[src/rtl/addr_adder_arb_pkg.sv]
// Shared types and constants for the address-adder arbiter.
package addr_arb_pkg;

    typedef enum logic {
        ST_IDLE = 1'b0,
        ST_RESP = 1'b1
    } state_t;

    localparam int REQ_FETCH  = 0;
    localparam int REQ_BRANCH = 1;
    localparam int REQ_LSU    = 2;

    // Increment with wrap at n, used for the round-robin pointer.
    function automatic int wrap_inc(input int v, input int n);
        return (v + 1 >= n) ? 0 : v + 1;
    endfunction

endpackage

[src/rtl/addr_adder_arb_if.sv]
// Request/response bundle between the requesters (master) and the shared adder (slave).
interface addr_adder_arb_if #(
    parameter int WIDTH = 32,
    parameter int NREQ  = 3,
    parameter int IDW   = 2
);
    logic                    flush;
    logic [NREQ-1:0]         req_valid;
    logic [NREQ*WIDTH-1:0]   req_a;
    logic [NREQ*WIDTH-1:0]   req_b;
    logic [NREQ-1:0]         req_ready;
    logic [NREQ-1:0]         rsp_valid;
    logic [WIDTH-1:0]        rsp_data;
    logic [IDW-1:0]          rsp_id;
    logic [NREQ-1:0]         rsp_ready;

    modport master (
        output flush, req_valid, req_a, req_b, rsp_ready,
        input  req_ready, rsp_valid, rsp_data, rsp_id
    );

    modport slave (
        input  flush, req_valid, req_a, req_b, rsp_ready,
        output req_ready, rsp_valid, rsp_data, rsp_id
    );
endinterface

[src/rtl/addr_adder_arb_rr_pick.sv]
// Combinational round-robin picker: first set request at or after i_ptr, wrapping.
// Zero latency; no state, no backpressure of its own.
module rr_pick #(
    parameter int NREQ = 3,
    parameter int IDW  = 2
) (
    input  logic [NREQ-1:0] i_req,
    input  logic [IDW-1:0]  i_ptr,
    output logic [NREQ-1:0] o_gnt,
    output logic [IDW-1:0]  o_idx
);

    function automatic int slot(input int k);
        return (int'(i_ptr) + k) % NREQ;
    endfunction

    // Scan from the farthest slot back to the pointer so the nearest hit wins.
    always_comb begin
        o_gnt = '0;
        o_idx = '0;
        for (int k = NREQ - 1; k >= 0; k--) begin
            if (i_req[slot(k)]) begin
                o_gnt          = '0;
                o_gnt[slot(k)] = 1'b1;
                o_idx          = IDW'(slot(k));
            end
        end
    end

endmodule

[src/rtl/addr_adder_arb.sv]
// Shares one WIDTH-bit adder among NREQ requesters, round-robin; ADDR_ARB_FETCH_PRIO_EN gives requester 0 fixed priority.
// Latency: sum registered, valid the cycle after the grant; one sum per cycle sustained.
// Backpressure: a held response blocks new grants until its owner asserts rsp_ready; flush drops it.
module addr_adder_arb
    import addr_arb_pkg::*;
#(
    parameter int WIDTH = 32,
    parameter int NREQ  = 3,
    parameter int IDW   = 2
) (
    input  logic              clk,
    input  logic              rst,
    addr_adder_arb_if.slave   bus
);

    state_t           r_state;
    state_t           w_state_nxt;
    logic [WIDTH-1:0] r_rsp_data;
    logic [IDW-1:0]   r_rsp_id;
    logic [IDW-1:0]   r_rr_ptr;

    logic [NREQ-1:0]  w_rr_req;
    logic [NREQ-1:0]  w_rr_gnt;
    logic [IDW-1:0]   w_rr_idx;
    logic [NREQ-1:0]  w_gnt_oh;
    logic [IDW-1:0]   w_gnt_idx;
    logic [NREQ-1:0]  w_rsp_vld;
    logic [WIDTH-1:0] w_op_a;
    logic [WIDTH-1:0] w_op_b;
    logic [WIDTH-1:0] w_sum;
    logic             w_own_rdy;
    logic             w_can_accept;
    logic             w_grant;
    logic             w_adv_ptr;

    rr_pick #(
        .NREQ (NREQ),
        .IDW  (IDW)
    ) u_rr_pick (
        .i_req (w_rr_req),
        .i_ptr (r_rr_ptr),
        .o_gnt (w_rr_gnt),
        .o_idx (w_rr_idx)
    );

`ifdef ADDR_ARB_FETCH_PRIO_EN
    localparam logic [NREQ-1:0] FETCH_MASK = NREQ'(1) << REQ_FETCH;

    // Fetch bypasses the rotation entirely, so its grants leave rr_ptr alone.
    assign w_rr_req  = bus.req_valid & ~FETCH_MASK;
    assign w_gnt_oh  = bus.req_valid[REQ_FETCH] ? FETCH_MASK : w_rr_gnt;
    assign w_gnt_idx = bus.req_valid[REQ_FETCH] ? IDW'(REQ_FETCH) : w_rr_idx;
    assign w_adv_ptr = w_grant && !bus.req_valid[REQ_FETCH];
`else
    assign w_rr_req  = bus.req_valid;
    assign w_gnt_oh  = w_rr_gnt;
    assign w_gnt_idx = w_rr_idx;
    assign w_adv_ptr = w_grant;
`endif

    always_comb begin
        w_rsp_vld = '0;
        for (int i = 0; i < NREQ; i++) begin
            w_rsp_vld[i] = (r_state == ST_RESP) && (r_rsp_id == IDW'(i));
        end
    end

    // Only the owner's rsp_ready matters; the others are masked by w_rsp_vld.
    assign w_own_rdy    = |(w_rsp_vld & bus.rsp_ready);
    assign w_can_accept = (r_state == ST_IDLE) || w_own_rdy;
    assign w_grant      = !rst && w_can_accept && !bus.flush && (|bus.req_valid);

    // Select operands first so a single adder serves every requester.
    always_comb begin
        w_op_a = '0;
        w_op_b = '0;
        for (int i = 0; i < NREQ; i++) begin
            if (w_gnt_oh[i]) begin
                w_op_a = w_op_a | bus.req_a[i*WIDTH +: WIDTH];
                w_op_b = w_op_b | bus.req_b[i*WIDTH +: WIDTH];
            end
        end
    end

    assign w_sum = w_op_a + w_op_b;

    always_ff @(posedge clk or posedge rst) begin
        if (rst) begin
            r_state <= ST_IDLE;
        end else begin
            r_state <= w_state_nxt;
        end
    end

    always_comb begin
        w_state_nxt = r_state;
        if (bus.flush) begin
            w_state_nxt = ST_IDLE;
        end else if (w_grant) begin
            w_state_nxt = ST_RESP;
        end else if (w_own_rdy) begin
            w_state_nxt = ST_IDLE;
        end
    end

    always_ff @(posedge clk or posedge rst) begin
        if (rst) begin
            r_rsp_data <= '0;
            r_rsp_id   <= '0;
            r_rr_ptr   <= '0;
        end else begin
            if (w_grant) begin
                r_rsp_data <= w_sum;
                r_rsp_id   <= w_gnt_idx;
            end
            if (w_adv_ptr) begin
                r_rr_ptr <= IDW'(wrap_inc(int'(w_gnt_idx), NREQ));
            end
        end
    end

    assign bus.req_ready = w_grant ? w_gnt_oh : '0;
    assign bus.rsp_valid = w_rsp_vld;
    assign bus.rsp_data  = r_rsp_data;
    assign bus.rsp_id    = r_rsp_id;

endmodule

[src/flat_wrapper.sv]
// flat-port wrapper written by rule: the top's interface ports become plain ports
module addr_adder_arb_flat import addr_arb_pkg::*;
#(
    parameter int WIDTH = 32,
    parameter int NREQ  = 3,
    parameter int IDW   = 2
)
  (clk, rst, bus_flush, bus_req_valid, bus_req_a, bus_req_b, bus_rsp_ready, bus_req_ready, bus_rsp_valid, bus_rsp_data, bus_rsp_id);
  addr_adder_arb_if #(.WIDTH(WIDTH), .NREQ(NREQ), .IDW(IDW)) bus_i ();
  input  logic clk;
  input  logic rst;
  input wire logic [$bits(bus_i.flush)-1:0] bus_flush;
  input wire logic [$bits(bus_i.req_valid)-1:0] bus_req_valid;
  input wire logic [$bits(bus_i.req_a)-1:0] bus_req_a;
  input wire logic [$bits(bus_i.req_b)-1:0] bus_req_b;
  input wire logic [$bits(bus_i.rsp_ready)-1:0] bus_rsp_ready;
  output wire logic [$bits(bus_i.req_ready)-1:0] bus_req_ready;
  output wire logic [$bits(bus_i.rsp_valid)-1:0] bus_rsp_valid;
  output wire logic [$bits(bus_i.rsp_data)-1:0] bus_rsp_data;
  output wire logic [$bits(bus_i.rsp_id)-1:0] bus_rsp_id;
  assign bus_i.flush = bus_flush;
  assign bus_i.req_valid = bus_req_valid;
  assign bus_i.req_a = bus_req_a;
  assign bus_i.req_b = bus_req_b;
  assign bus_i.rsp_ready = bus_rsp_ready;
  assign bus_req_ready = bus_i.req_ready;
  assign bus_rsp_valid = bus_i.rsp_valid;
  assign bus_rsp_data = bus_i.rsp_data;
  assign bus_rsp_id = bus_i.rsp_id;
  addr_adder_arb #(.WIDTH(WIDTH), .NREQ(NREQ), .IDW(IDW)) u_core (.clk(clk), .rst(rst), .bus(bus_i));
endmodule
[config.mk]
export PLATFORM = sky130hd
export DESIGN_NAME = addr_adder_arb_flat
export DESIGN_NICKNAME = d
export VERILOG_FILES = /design/src/rtl/addr_adder_arb_pkg.sv /design/src/rtl/addr_adder_arb_if.sv /design/src/rtl/addr_adder_arb_rr_pick.sv /design/src/rtl/addr_adder_arb.sv /design/src/flat_wrapper.sv
export SDC_FILE = /design/constraint.sdc
export NUM_CORES = 1
export LEC_CHECK = 0
export ABC_AREA = 1
export CAP_MARGIN = 5
export CELL_PAD_IN_SITES_DETAIL_PLACEMENT = 0
export CELL_PAD_IN_SITES_GLOBAL_PLACEMENT = 1
export CORE_MARGIN = 2
export CORE_UTILIZATION = 27
export DETAILED_ROUTE_END_ITERATION = 16
export HOLD_SLACK_MARGIN = 0.05
export PLACE_DENSITY_LB_ADDON = 0.2
export SLEW_MARGIN = 20
export SYNTH_ARGS = -nofsm -noshare
export SYNTH_HDL_FRONTEND = slang
export SYNTH_SLANG_ARGS = --single-unit
[constraint.sdc]
create_clock -name clk -period 4.23 [get_ports clk]
set_input_delay 0.6345 -clock clk [delete_from_list [all_inputs] [get_ports clk]]
set_output_delay 0.6345 -clock clk [all_outputs]
set_load 0.02 [all_outputs]
==> results of run 1 <==
## final cells by class
type / instances / area, µm²
clock buffers: 5 / 125
clock inverters: 3 / 65.1
fillers: 1898 / 9880
inverters: 53 / 199
multi-input cells: 678 / 3570
flip-flops and latches: 37 / 926
well taps: 229 / 287
repair buffers: 273 / 2730
## worst min-delay path: stages, from the launching register on
cell	delay (ps)
dfrtp_1	340
nand2_1	50
nand2_1	50
## cell usage after synthesis, types with 2 or more instances
library cell,instances
nand3b_1,3
o21ai_1,7
clkbuf_1,10
nand2_4,2
dfrtp_1,37
xnor2_1,10
a21oi_1,40
inv_1,48
nand3_2,4
o21bai_1,4
o21a_1,3
a32o_1,2
nand2_2,7
nand3_1,155
nand2_1,267
nor2_2,2
ha_1,34
buf_2,21
inv_2,5
nor2_1,43
o21ai_0,33
a31oi_1,7
nand4_1,4
xor2_1,6
a21o_1,4
nor3_1,10
o211ai_1,4
a21oi_2,7
o21ai_2,4
## kinds of logic after synthesis
logic type / after synthesis
DFF: 37
AOI/OAI and AO/OA: 120
xor gates and xnor gates: 16
and+or+nand+nor: 507
adders and majority gates: 35
buffers and inverters: 86
## worst max path at each step
stage / from / endpoint / depth (start not counted)
finish: bus_req_valid[1] / u_core.bus.rsp_data[30] / 24
global route: bus_req_valid[1] / u_core.bus.rsp_data[30] / 24
CTS: bus_req_valid[1] / u_core.bus.rsp_data[30] / 24
detailed placement: bus_req_valid[1] / u_core.bus.rsp_data[22] / 24
global placement: bus_req_valid[2] / u_core.bus.rsp_data[25] / 20
floorplan: u_core.r_rr_ptr[0] / u_core.bus.rsp_data[30] / 27
## through the flow
step	worst slack [ps]	cells	util
global placement	165	1270	0.433
floorplan	907	801	-
finish	432	1278	0.444
CTS	389	1278	0.444
detailed placement	110	1270	0.433
global route	77.0	1278	0.444
## routing by layer
metal | track usage | up-vias | wire length (µm)
li1 | - | 3194 | -
met1 | 0.293 | 2754 | 9360
met2 | 0.343 | 189 | 9130
met3 | 0.0426 | 15 | 1420
met4 | 0.0349 | 2 | 191
met5 | 0 | - | 13
## flip-flops by register name (all words and copies together), names as in the netlist
register             flops
u_core.bus.rsp_data     32
u_core.bus.rsp_id        2
u_core.r_rr_ptr          2
u_core.r_state           1
==> summary.txt, run 1 <==
Logic synthesis
  – Synth Area per Inst: between 6 and 7 µm²
  – Ys async rst share: 1.00
  – Synthesized area: about 4900 µm²
  – Cell variety after synth: 47
  – Main combinational cell family by area after synthesis: simple AND/OR/NAND/NOR gates
  – Syn nets: 1037
  – Main synth FF type: dfrtp_1
  – Top-area cell type share of the netlist area: 0.206
  – Synth Area in XOR/XNOR: 0.0289
  – Mux contribution to synthesized area: 0
  – Synth area leaders: nand2_1, dfrtp_1, nand3_1
  – Complex-gate fraction of the synthesized area: 0.149
  – Leading area contributor after synthesis: nand2_1
  – Syn Inst Count: 801
  – Synth warn: 0
  – Seq/Total Area, Yosys: 0.191
  – EDFF count, synth: 0
  – Post-Synth Adder-Cell Area: 0.0918
  – Post-Synth Simple-Gate Area: 0.466
  – #FFs+latches synth: 37

Clock tree
  – Worst-path clk slew: 60 ps
  – Hold-fix buffers at CTS: 0
  – Clock buffer depth: 2
  – # resized after CTS: 0
  – Root cell of the clock tree: clkbuf_16
  – Post CTS Setup Buffer Count: 0
  – CTS sink cnt: 37
  – Num CTS Buffers: 5
  – TritonCTS clock tree: built
  – Clock Latency Late Sink: ~290 ps
  – H-tree Lvls: 2

Setup path
  – RR Endpoint: u_core.bus.rsp_data[30]
  – Worst path cell trace: clkdlybuf4s50_1, inv_1, nand2_1, nand3_4, nand2_4, inv_1, nand2_1, nand2_1, inv_2, nand2_1, nand3_1, ha_1, inv_1, fa_1, o21ai_4, a21oi_2, o21ai_2, nand2_1, nand2_1, nand2_1, nand2_1, nand2_1, nand3_1, nand2_1
  – R2r setup slk: 480 ps
  – Critical Path Slowest Stage Cell: clkdlybuf4s50_1
  – Max incr delay on CP: around 510 ps
  – Worst-path maximum fanout: 6
  – Critical Path Start Type: input pin
  – Crit. End Element: flip-flop
  – Crit-path most repeated cell: nand2_1
  – Crit-path leading delay family: simple AND/OR/NAND/NOR gates
  – Worst r2r src: u_core.r_rr_ptr[0]
  – Setup CP Type: input pin to flip-flop
  – Worst Path Buf+Inv: 5
  – Critical path arrival: 3970 ps
  – CP required: 4400 ps
  – R2R depth: 26

Floorplan
  – Row count: 49
  – Core box area: 17800 µm²
  – I/O Pins: 241
  – Chip Width: 138 µm
  – Die Height: 138 µm
  – DIE AREA: between 15000 and 20000 µm²
  – Initial core utilization: 0.273

Finish
  – Ratio of cells with drive above 1 in the final layout: 0.0753
  – Most frequent cells in the layout: nand2_1, clkdlybuf4s50_1, nand3_1
  – Layout overhead on the synthesized area: 62.7%
  – Diode count: 0
  – Commonest non-fill, non-tap cell in the layout: nand2_1
  – Nets: 1284
  – Post-route cell area: a little under 8000 µm²

Min path
  – Hold endpoint: u_core.bus.rsp_data[24]
  – Hold/Removal Path Class: flip-flop to flip-flop
  – Min-delay src: u_core.bus.rsp_data[24]
  – Hold-critical path depth: 2

Place
  – Dpl cell area: between 7000 and 8000 µm²
  – Buffers on Ports: 240
  – RD Place Congestion: 0.904
  – DPL Wire Length: roughly 17 mm

Outcome
  – Status: finished, final reports clean

Timing
  – # setup viols final: 0
  – Final hold vios: 0
  – Final worst path period share: 0.898
  – Slew @ Worst Pin: 677 ps
  – Setup TNS: 0 ps
  – Final max-slew violation count: 0
  – Hold Slack: approximately 480 ps
  – Fmax: 263 MHz
  – Slew headroom: 0.548
  – Worst Clk Skew: 4.36 ps
  – RSZ-0062 raised after global routing: false
  – Tmin final: roughly 3800 ps

Global route
  – GRT Overall Usage: 0.210
  – GRT overflow: 0
  – Vias in the first global route: 6117
  – Pin count of the biggest net entering global routing: 40
  – First-pass GRT wire length: 32.6 mm
  – Initial antenna violation count: 1

Detailed routing
  – Final WL: 20.1 mm
  – WL/cell: roughly 16 µm
  – Detailed-route via count: 6154
  – Drt drc: 0
  – DRC marker count from the first detailed-route iteration: 270
  – Vias per cell: 4.82
  – Antenna viol nets, final: 0
  – Pre-antenna DRT Iters: 4

Job
  – Number of max-cap violations: 0
Power of run 1 is left out: the tool's default activity adds up to more than one toggle a clock period on the data nets, which glitch-free logic cannot reach.
==> inputs of run 2 (changes only) <==
--- a/config.mk
+++ b/config.mk
@@ -11,6 +11,7 @@
 export CELL_PAD_IN_SITES_GLOBAL_PLACEMENT = 1
 export CORE_MARGIN = 2
 export CORE_UTILIZATION = 27
+export CTS_BUF_LIST = sky130_fd_sc_hd__clkbuf_16
 export DETAILED_ROUTE_END_ITERATION = 16
 export HOLD_SLACK_MARGIN = 0.05
 export PLACE_DENSITY_LB_ADDON = 0.2
==> results of run 2 <==
Final layout, timing and power as in run 1 (identical DEF).
Power of run 2 is left out for the same reason.
